==> config.mk <==
export PLATFORM = sky130hd
export DESIGN_NAME = phaser_tap_ctrl
export DESIGN_NICKNAME = d
export VERILOG_FILES = /design/src/rtl/phaser_tap_ctrl.sv
export SDC_FILE = /design/constraint.sdc
export NUM_CORES = 1
export LEC_CHECK = 0
export BUFFER_PORTS_ARGS = -buffer_cell sky130_fd_sc_hd__buf_4
export CORE_MARGIN = 5
export CORE_UTILIZATION = 45
export DETAILED_ROUTE_END_ITERATION = 12
export PLACE_DENSITY_LB_ADDON = 0.15
export SKIP_CTS_REPAIR_TIMING = 1
export SYNTH_ARGS = -nofsm -noshare
export SYNTH_HDL_FRONTEND = slang
export SYNTH_SLANG_ARGS = --single-unit
export TNS_END_PERCENT = 100
==> constraint.sdc <==
create_clock -name SYSCLK -period 3.04 [get_ports SYSCLK]
set_clock_uncertainty 0.2 [all_clocks]
set_input_delay 0.608 -clock SYSCLK [delete_from_list [all_inputs] [get_ports SYSCLK]]
set_output_delay 0.608 -clock SYSCLK [all_outputs]
set_load 0.005 [all_outputs]
==> src/rtl/phaser_tap_ctrl.sv <==
// Per-lane fine/coarse delay tap controller with settle handshake,
// counter readback and divider-resync serializer reset pulses.
module phaser_tap_ctrl #(
  parameter int LANES          = 4,
  parameter int FINE_W         = 6,
  parameter int COARSE_W       = 3,
  parameter int COARSE_MAX     = 7,
  parameter int SETTLE         = 2,
  parameter int EN_OSERDES_RST = 1,
  parameter int RST_PULSE      = 4,
  localparam int LSW = (LANES > 1) ? $clog2(LANES) : 1,
  localparam int TW  = FINE_W + COARSE_W
) (
  input  logic                         SYSCLK,
  input  logic                         RST,
  input  logic [LSW-1:0]               LANESEL,
  input  logic                         FINEENABLE,
  input  logic                         FINEINC,
  input  logic                         COARSEENABLE,
  input  logic                         COARSEINC,
  input  logic                         COUNTERLOADEN,
  input  logic [TW-1:0]                COUNTERLOADVAL,
  input  logic                         COUNTERREADEN,
  output logic [TW-1:0]                COUNTERREADVAL,
  input  logic                         DIVIDERST,
  output logic                         READVALID,
  output logic                         BUSY,
  output logic [LANES-1:0]             FINEOVERFLOW,
  output logic [LANES-1:0]             COARSEOVERFLOW,
  output logic [LANES-1:0]             OSERDESRST,
  output logic [LANES*FINE_W-1:0]      FINETAP,
  output logic [LANES*COARSE_W-1:0]    COARSETAP
);

  typedef enum logic {
    S_IDLE,
    S_SETTLE
  } state_t;

  localparam logic [COARSE_W-1:0] CMAX = COARSE_W'(COARSE_MAX);

  state_t              state;
  logic [3:0]          settle_cnt;
  logic [FINE_W-1:0]   fine_q   [LANES];
  logic [COARSE_W-1:0] coarse_q [LANES];
  logic                lane_ok;
  logic                any_req;
  logic [COARSE_W-1:0] ld_coarse_raw;
  logic [COARSE_W-1:0] ld_coarse;
  logic [FINE_W-1:0]   ld_fine;

  assign lane_ok       = ({1'b0, LANESEL} < (LSW+1)'(LANES));
  assign any_req       = COUNTERLOADEN | COARSEENABLE | FINEENABLE;
  assign ld_coarse_raw = COUNTERLOADVAL[TW-1:FINE_W];
  assign ld_fine       = COUNTERLOADVAL[FINE_W-1:0];
  assign ld_coarse     = (ld_coarse_raw > CMAX) ? CMAX : ld_coarse_raw;

  always_ff @(posedge SYSCLK or posedge RST) begin
    if (RST) begin
      state          <= S_IDLE;
      BUSY           <= 1'b0;
      settle_cnt     <= '0;
      FINEOVERFLOW   <= '0;
      COARSEOVERFLOW <= '0;
      for (int i = 0; i < LANES; i++) begin
        fine_q[i]   <= '0;
        coarse_q[i] <= '0;
      end
    end else begin
      case (state)
        S_IDLE: begin
          if (lane_ok && any_req) begin
            state      <= S_SETTLE;
            BUSY       <= 1'b1;
            settle_cnt <= 4'(SETTLE - 1);
            if (COUNTERLOADEN) begin
              fine_q[LANESEL]         <= ld_fine;
              coarse_q[LANESEL]       <= ld_coarse;
              FINEOVERFLOW[LANESEL]   <= 1'b0;
              COARSEOVERFLOW[LANESEL] <= 1'b0;
            end else if (COARSEENABLE) begin
              // coarse saturates at both ends, flagging the attempt
              if (COARSEINC) begin
                if (coarse_q[LANESEL] >= CMAX)
                  COARSEOVERFLOW[LANESEL] <= 1'b1;
                else
                  coarse_q[LANESEL] <= coarse_q[LANESEL] + 1'b1;
              end else begin
                if (coarse_q[LANESEL] == '0)
                  COARSEOVERFLOW[LANESEL] <= 1'b1;
                else
                  coarse_q[LANESEL] <= coarse_q[LANESEL] - 1'b1;
              end
            end else begin
              // fine wraps modulo 2^FINE_W
              if (FINEINC) begin
                fine_q[LANESEL] <= fine_q[LANESEL] + 1'b1;
                if (&fine_q[LANESEL])
                  FINEOVERFLOW[LANESEL] <= 1'b1;
              end else begin
                fine_q[LANESEL] <= fine_q[LANESEL] - 1'b1;
                if (fine_q[LANESEL] == '0)
                  FINEOVERFLOW[LANESEL] <= 1'b1;
              end
            end
          end
        end
        S_SETTLE: begin
          if (settle_cnt == '0) begin
            state <= S_IDLE;
            BUSY  <= 1'b0;
          end else begin
            settle_cnt <= settle_cnt - 1'b1;
          end
        end
        default: begin
          state <= S_IDLE;
          BUSY  <= 1'b0;
        end
      endcase
    end
  end

  // readback samples the pre-update taps of the selected lane
  always_ff @(posedge SYSCLK or posedge RST) begin
    if (RST) begin
      READVALID      <= 1'b0;
      COUNTERREADVAL <= '0;
    end else begin
      READVALID <= COUNTERREADEN;
      if (COUNTERREADEN) begin
        if (lane_ok)
          COUNTERREADVAL <= {coarse_q[LANESEL], fine_q[LANESEL]};
        else
          COUNTERREADVAL <= '0;
      end
    end
  end

  for (genvar g = 0; g < LANES; g++) begin : g_tap
    assign FINETAP[g*FINE_W +: FINE_W]       = fine_q[g];
    assign COARSETAP[g*COARSE_W +: COARSE_W] = coarse_q[g];
  end

  if (EN_OSERDES_RST != 0) begin : g_os
    logic [3:0] rem;
    logic       os_q;

    // rem counts further high cycles still owed after the current one
    always_ff @(posedge SYSCLK or posedge RST) begin
      if (RST) begin
        os_q <= 1'b1;
        rem  <= 4'(RST_PULSE);
      end else if (DIVIDERST) begin
        os_q <= 1'b1;
        rem  <= 4'(RST_PULSE - 1);
      end else if (rem != '0) begin
        os_q <= 1'b1;
        rem  <= rem - 1'b1;
      end else begin
        os_q <= 1'b0;
      end
    end

    assign OSERDESRST = {LANES{os_q}};
  end else begin : g_no_os
    assign OSERDESRST = '0;
  end

endmodule

==> flow_summary.ini, run 1 <==
[outcome]
status = completed

[min_path]
hp-class = primary input to asynchronous set/reset pin

[clock_network]
cts_buffer_depth = 2
htreeDepth = 3
root_buffer = clkbuf_8
cts_buffers = 9
clk-insertion-delay-late_ps = 340
cts.sinks = 65
path_clk_slew_ps = 70
cts_tree = built

[floorplan]
die_w_um = 98.63
ios = 79
initial_utilization_pct = 45.98
core.rowCount = 32
core_um2 = 7687
die_area_um2 = 9727
fp.dieH_um = 98.63

[critical_path]
cp_top_family = multiplexers
crit_buf_inv = 2
criticalPathCategory = primary input to flop
cp.arrival_ps = 2740
crit_path_cell_trace = buf_4 > mux4_2 > inv_1 > ha_1 > nor2b_1 > nor3b_1 > nor3_1 > o31ai_2 > mux2_2
cp.required_ps = 3100
slowest_stage = mux4_2
cp-start-kind = primary input
max_stage_delay_ps = 650
end_kind = flop
crit_fanout = 8

[final_layout]
nNetsFinal = 425
fill_cells = 673
area_delta_synth_final_pct = 24.32
post_route_cells_drive_above_1_share_pct = 37.66
multi_input_area_um2 = 1719
antenna_cells = 0
regArea_um2 = 1629

[timing]
maxSlewViolCount = 0
tns_ps = 0
hold_violations = 0
period_share_pct = 88.08
fin_crit_ps = 2678
relSlewSlack_pct = 44.17
rsz0062_at_grt = no
setup_viol = 0
tightestPinTransition_ps = 830.6
fmax_mhz = 373.5

[yosys]
synth_flop_cell = dfrtp_1
ys_ff_latch = 65
ys_top_cells_by_count = dfrtp_1, nor2_1, mux2_2, nand2_1, inv_1
synth_top_area_share_pct = 44.60
ys_async_sr_fraction_pct = 100.0
ys_types = 55
ys_warn_count = 0
postSynthNetCount = 346
synth-edff-count = 0
synthCells = 317
synth.most_common_cell = dfrtp_1
synth.avg_cell_area_um2 = 11.15
synth_top_cell_by_area = dfrtp_1
synthTopCellsByArea = dfrtp_1, mux2_2, mux4_2, nor2_1, ha_1
synth-seq-area-share_pct = 46.09
netlist_area_um2 = 3535

[placement]
place_congestion = 0.8361
io_buffer_count = 78
dp_hpwl_um = 6900

[global_routing]
grt_max_degree = 43
antenna_found_initial = 0
gr-total-overflow = 0
grt_pass1_wl_um = 15150
grt_usage_pct = 19.66
grt_pass1_vias = 2885

[detailed_routing]
drt_iter0_drc = 152
vias = 2791
vias_per_cell = 5.549
routed_wl_um = 9210
ant_nets = 0
drc = 0
post_drt_wl_per_cell_um = 18.31
dr.pass1.iters = 4

[pwr]
ir_drop_mv = 0.5227
power_density_nw_per_um2 = 932.2
p_leak_nw = 2.005
power_mw = 4.096

[job]
maxCapViolCount = 0
[where the power goes]
group | internal (mW) | leakage [nW] | switching [mW]
Combinational | 0.981 | 1.12 | 0.831
Clock | 0.400 | 0.0974 | 0.325
Sequential | 1.24 | 0.784 | 0.323
Total | 2.62 | 2.00 | 1.48
[final cells by class]
cell class	instances	area share, %
Sequential cell	65	37.07
Clock buffer	13	3.388
Tap cell	102	2.904
Clock inverter	3	0.9112
Timing Repair Buffer	88	15.32
Multi-Input combinational cell	217	39.12
Inverter	15	1.281
[worst reg2reg max path: stages, from the launching register on]
cell     delay, ps
dfrtp_1        420
mux4_2         580
inv_1          120
ha_1           140
nor2b_1        150
nor3b_1        310
nor3_1         100
o31ai_2        290
mux2_2         210
[placed cells by master (no fill, tap or decap), types with 3 or more instances in the layout]
cell,synthesis,routed
buf_4,4,87
dfrtp_1,63,63
nor2_1,36,36
mux2_2,22,22
nand2_1,18,18
inv_1,15,14
a21oi_1,13,13
clkbuf_8,0,10
mux4_2,9,9
a31oi_1,9,9
mux2i_1,9,9
ha_1,9,9
o21ai_0,8,8
nor3_1,8,8
a22o_1,8,8
nor2b_1,7,7
nand2b_1,5,5
xor2_1,5,5
nand3_1,4,4
nor4_2,3,3
nor3b_1,3,3
a2bb2oi_1,3,3
and3_1,3,3
clkbuf_1,8,3
[cells by family (layout without fill, tap and decap cells)]
logic type	Yosys count	after routing	synth area share [%]
flip-flops	65	65	46.09
adder cells (fa/ha/maj)	9	9	3.186
XOR/XNOR	7	7	1.735
AND/OR/NAND/NOR	99	99	15.19
AO/OA/AOI/OAI	62	62	13.24
multiplexers	40	40	15.29
buffers and inverters	35	119	5.274
[final timing paths]
path | slack [ps] | end | cells past startpoint | startpoint
max | 360 | FINETAP[22] | 9 | LANESEL[1]
min | 130 | COARSETAP[4] | 2 | RST
max reg2reg | 450 | FINETAP[22] | 8 | FINETAP[0]
min reg2reg | 300 | settle_cnt[0] | 1 | settle_cnt[0]
max in group asynchronous | 1840 | g_os.rem[2] | 3 | RST
min in group SYSCLK | 230 | g_os.rem[2] | 2 | DIVIDERST
[metrics by stage]
step	instances	setup WS, ps	util (%)	instance area [µm²]	hold slack, ps
floorplan	317	206.5	-	3535	262.1
global placement	487	119.4	54.70	4205	284.1
detailed placement	487	36.12	54.70	4205	293.1
CTS	503	375.4	57.16	4394	133.1
global route	503	168.5	57.16	4394	159.3
finish	503	362.4	57.16	4394	130.5
[metal layers]
| metal | GRT usage [%] | up-vias | share of wire [%] |
|---|---|---|---|
| met5 | 0 | - | 0 |
| met4 | 5.777 | 0 | 1.3 |
| met3 | 4.600 | 13 | 6.0 |
| met2 | 30.84 | 83 | 48 |
| met1 | 27.36 | 1392 | 45 |
| li1 | - | 1303 | - |
No activity file was read; power rests on OpenSTA's default activity.
==> run 2, diff against run 1 <==
--- a/config.mk
+++ b/config.mk
@@ -8,6 +8,7 @@
 export BUFFER_PORTS_ARGS = -buffer_cell sky130_fd_sc_hd__buf_4
 export CORE_MARGIN = 5
 export CORE_UTILIZATION = 45
+export CTS_BUF_LIST = sky130_fd_sc_hd__clkbuf_4 sky130_fd_sc_hd__clkbuf_8 sky130_fd_sc_hd__clkbuf_16
 export DETAILED_ROUTE_END_ITERATION = 12
 export PLACE_DENSITY_LB_ADDON = 0.15
 export SKIP_CTS_REPAIR_TIMING = 1
==> flow_summary.ini, run 2 (synthesized netlist as in run 1, its figures left out) <==
[outcome]
status = completed

[timing]
tightestPinTransition_ps = 807.7
hold_violations = 0
setup_viol = 0
relSlewSlack_pct = 45.70
tns_ps = 0
period_share_pct = 88.01
rsz0062_at_grt = no
layout_setup_ws_ps = 364.4
fin_crit_ps = 2676
maxSlewViolCount = 0
fmax_mhz = 373.7

[detailed_routing]
vias = 2786
routed_wl_um = 9178
dr.pass1.iters = 4
drt_iter0_drc = 138
drc = 0
vias_per_cell = 5.539
post_drt_wl_per_cell_um = 18.25
ant_nets = 0

[global_routing]
grt_usage_pct = 19.66
gr-total-overflow = 0
antenna_found_initial = 0
grt_max_degree = 43
grt_pass1_wl_um = 15150
grt_pass1_vias = 2885

[placement]
place_congestion = 0.8361
io_buffer_count = 78
placed_area_um2 = 4205
dp_slack_ps = 36.12
dp_cells = 487
dp_hpwl_um = 6900

[floorplan]
initial_utilization_pct = 45.98
die_area_um2 = 9727
die_w_um = 98.63
fp.dieH_um = 98.63
core.rowCount = 32
ios = 79
core_um2 = 7687

[clock_network]
htreeDepth = 3
cts.sinks = 65
cts_tree = built
clk-insertion-delay-late_ps = 340
cts_buffer_depth = 2
root_buffer = clkbuf_8
cts_buffers = 9
path_clk_slew_ps = 70

[critical_path]
rr_endpoint = FINETAP[22]
cp-start-kind = primary input
end_kind = flop
r2r_cells = 8
crit_path_cell_trace = buf_4 > mux4_2 > inv_1 > ha_1 > nor2b_1 > nor3b_1 > nor3_1 > o31ai_2 > mux2_2
r2r_slack_ps = 450
slowest_stage = mux4_2
criticalPathCategory = primary input to flop
crit_fanout = 8
r2r-start = FINETAP[0]
cp.required_ps = 3110
cp.arrival_ps = 2750
max_stage_delay_ps = 650

[final_layout]
fin_cells = 503
final_area_um2 = 4405
final_common_cell = buf_4
layout_common_cells = buf_4, dfrtp_1, nor2_1
fill_cells = 676
nNetsFinal = 425
antenna_cells = 0
area_delta_synth_final_pct = 24.64
regArea_um2 = 1629
post_route_cells_drive_above_1_share_pct = 38.40
multi_input_area_um2 = 1719

[min_path]
hp-class = primary input to asynchronous set/reset pin

[pwr]
power_density_nw_per_um2 = 935.7
p_leak_nw = 2.015
ir_drop_mv = 0.5235

[job]
maxCapViolCount = 0
-- run 2: cell counts in the layout (fill, tap and decap cells not counted) --
Identical to the previous run, type by type.
-- run 2: per-layer routing --
layer / up-vias / part of all wire, % / GRT usage [%] / routed length, µm
met5: - / 0 / 0 / 0
met4: 0 / 1.3 / 5.777 / 119
met3: 13 / 6.4 / 4.600 / 585
met2: 86 / 49 / 30.89 / 4461
met1: 1388 / 44 / 27.31 / 4012
li1: 1299 / - / - / -
-- run 2: how the worst max path moves through the flow --
stage	start	endpoint	slack (ps)	cells after the start
3_3_place_gp	LANESEL[1]	FINETAP[16]	120	9
4_1_cts	LANESEL[1]	FINETAP[22]	380	9
2_1_floorplan	LANESEL[0]	COARSETAP[0]	210	9
5_1_grt	LANESEL[1]	FINETAP[22]	170	9
3_5_place_dp	LANESEL[1]	FINETAP[16]	40	9
6_report	LANESEL[1]	FINETAP[22]	360	9
-- run 2: final cells by class --
type | instances | share of cell area [%]
Sequential cell | 65 | 36.98
Timing Repair Buffer | 88 | 15.28
Tap cell | 102 | 2.897
Inverter | 15 | 1.278
Clock inverter | 3 | 0.9088
Clock buffer | 13 | 3.635
Multi-Input combinational cell | 217 | 39.02
-- run 2: stage by stage --
| step | hold slack [ps] | power, mW | util [%] |
|---|---|---|---|
| after detailed placement | 293.1 | 3.398 | 54.70 |
| final | 122.7 | 4.122 | 57.31 |
| after global routing | 159.9 | 4.421 | 57.31 |
| after CTS | 134.9 | 4.159 | 57.31 |
| after global placement | 284.1 | 3.353 | 54.70 |
| after floorplan | 262.1 | 2.553 | - |
-- run 2: critical path: cells and delay by family --
kind                     cells  cell delay [ps]
multiplexers                 2              860
AND/OR/NAND/NOR              3              560
buffers and inverters        2              300
AO/OA/AOI/OAI                1              290
adder cells (fa/ha/maj)      1              130
-- run 2: power breakdown --
group | switching [mW] | total (mW) | internal [mW]
combinational | 0.829 | 1.81 | 0.981
clock | 0.327 | 0.754 | 0.427
sequential | 0.322 | 1.56 | 1.24
==> run 3, diff against run 2 <==
--- a/config.mk
+++ b/config.mk
@@ -5,12 +5,14 @@
 export SDC_FILE = /design/constraint.sdc
 export NUM_CORES = 1
 export LEC_CHECK = 0
+export ABC_AREA = 1
 export BUFFER_PORTS_ARGS = -buffer_cell sky130_fd_sc_hd__buf_4
 export CORE_MARGIN = 5
 export CORE_UTILIZATION = 45
 export CTS_BUF_LIST = sky130_fd_sc_hd__clkbuf_4 sky130_fd_sc_hd__clkbuf_8 sky130_fd_sc_hd__clkbuf_16
 export DETAILED_ROUTE_END_ITERATION = 12
 export PLACE_DENSITY_LB_ADDON = 0.15
+export RECOVER_POWER = 50
 export SKIP_CTS_REPAIR_TIMING = 1
 export SYNTH_ARGS = -nofsm -noshare
 export SYNTH_HDL_FRONTEND = slang
==> flow_summary.ini, run 3 <==
[detailed_routing]
drc = 0
vias_per_cell = 5.072
ant_nets = 0
routed_wl_um = 9553
dr.pass1.iters = 4
post_drt_wl_per_cell_um = 14.34
drt_iter0_drc = 130
vias = 3378

[global_routing]
grt_usage_pct = 19.25
gr-total-overflow = 0
grt_pass1_vias = 3195
grt_max_degree = 26
antenna_found_initial = 0
grt_pass1_wl_um = 15590

[floorplan]
die_w_um = 101.2
core_um2 = 8175
fp.dieH_um = 101.2
die_area_um2 = 10240
initial_utilization_pct = 45.76
core.rowCount = 33
ios = 79

[yosys]
synth-edff-count = 0
synth-seq-area-share_pct = 43.55
postSynthNetCount = 510
ys_async_sr_fraction_pct = 100.0
ys_types = 37
synth.most_common_cell = nand2_1
netlist_area_um2 = 3741
synth.avg_cell_area_um2 = 7.778
synthCells = 481
ys_top_cells_by_count = nand2_1, dfrtp_1, nand3_1, o21ai_0, inv_1
synthTopCellsByArea = dfrtp_1, nand2_1, nand3_1, o21ai_0, inv_1
synth_top_cell_by_area = dfrtp_1
synth_flop_cell = dfrtp_1
ys_warn_count = 0
ys_ff_latch = 65
synth_top_area_share_pct = 42.14

[final_layout]
final_common_cell = nand2_1
antenna_cells = 0
fin_cells = 666
post_route_cells_drive_above_1_share_pct = 24.06
area_delta_synth_final_pct = 22.24
layout_common_cells = nand2_1, buf_4, dfrtp_1
multi_input_area_um2 = 1789
fill_cells = 779
regArea_um2 = 1629
nNetsFinal = 585

[pwr]
power_density_nw_per_um2 = 945.5
swShare_pct = 38.23
ir_drop_mv = 0.4240
power_mw = 4.324
p_comb_share_pct = 42.5
seq_power_share_pct = 36.6
p_leak_nw = 2.384
p_switching_mw = 1.653
clock_power_share_pct = 20.8
p_int_mw = 2.671

[timing]
tightestPinTransition_ps = 1286
period_share_pct = 84.72
tns_ps = 0
hold_violations = 0
setup_viol = 0
timing.hold.ws_ps = 213.6
rsz0062_at_grt = no
relSlewSlack_pct = 14.28
fin_crit_ps = 2575
fmax_mhz = 388.3
maxSlewViolCount = 0

[critical_path]
slowest_stage = ha_1
crit_top_cell = nand2_1
crit_path_cell_trace = buf_4 > inv_2 > nand2_1 > inv_2 > nand2_1 > nand3_1 > inv_1 > ha_1 > o21ai_0 > o21a_1 > nand4_1 > nand2_1
max_stage_delay_ps = 330
cp.arrival_ps = 2650
cp-start-kind = primary input
criticalPathCategory = primary input to flop
crit_fanout = 20
cp.required_ps = 3120
end_kind = flop

[clock_network]
cts.sinks = 65
cts_buffer_depth = 2
path_clk_slew_ps = 70
clk-insertion-delay-late_ps = 340
htreeDepth = 3
cts_tree = built
cts_buffers = 9
root_buffer = clkbuf_8

[job]
maxCapViolCount = 0

[min_path]
hp-class = primary input to flop

[placement]
dp_cells = 650
io_buffer_count = 78
place_congestion = 0.9250
dp_hpwl_um = 7371

[outcome]
status = completed
[run 3: cell count changes after synthesis, moves of 10 or more]
cell,previous run,this run
nand2_1,18,149
nand3_1,4,51
o21ai_0,8,34
mux2_2,22,0
inv_1,15,33
nand4_1,1,18
nand2_2,0,10
[run 3: worst max-delay path: cells and delay by family]
kind / cells / cell delay (ps)
buf+inv: 4 / 670
simple gates: 5 / 600
compound gates: 2 / 440
fa+ha+maj: 1 / 330
[run 3: power by group through the flow]
stage | clock, mW | combinational [mW] | sequential (mW)
after CTS | 0.920 | 1.88 | 1.58
after detailed placement | 0 | 1.88 | 1.59
after global placement | 0 | 1.82 | 1.59
after floorplan | 0 | 1.07 | 1.54
final | 0.901 | 1.84 | 1.58
after global routing | 0.956 | 2.09 | 1.63
[run 3: final timing paths]
check	from	endpoint	slack, ps	cells past startpoint
worst max register to register	FINETAP[12]	FINETAP[14]	760	9
max in group asynchronous	RST	FINETAP[16]	680	3
min in group asynchronous	RST	COUNTERREADVAL[4]	280	2
worst min-delay path	COUNTERREADEN	READVALID	210	1
worst min register to register	COUNTERREADVAL[3]	COUNTERREADVAL[3]	290	2
worst max-delay path	LANESEL[0]	COARSETAP[1]	460	12
[run 3: logic make-up after synthesis]
group / share of synthesized area [%]
AOI/OAI and AO/OA: 10.10
buffers and inverters: 8.228
adders and majority gates: 3.010
xor gates and xnor gates: 0.9366
and+or+nand+nor: 34.18
DFF: 43.55
[run 3: area by class of cell]
| cell class | count | area share [%] |
|---|---|---|
| clock buffers | 11 | 3.174 |
| clock inverters | 5 | 2.243 |
| inverters | 42 | 3.502 |
| multi-input cells | 354 | 39.12 |
| flip-flops and latches | 65 | 35.62 |
| well taps | 105 | 2.873 |
| repair buffers | 84 | 13.46 |
[run 3: per-layer routing]
layer  wire length, µm  global-route usage, %
met1              4718                  27.60
met2              4221                  28.82
met3               459                  3.512
met4               153                  7.771
met5                 0                      0
[run 3: stage by stage]
stage,instance area [µm²],utilization (%),setup WS [ps]
floorplan,3741,-,608.9
global placement,4355,53.28,270.8
detailed placement,4355,53.28,212.3
CTS,4603,56.31,574.3
global route,4573,55.94,207.3
finish,4573,55.94,464.5
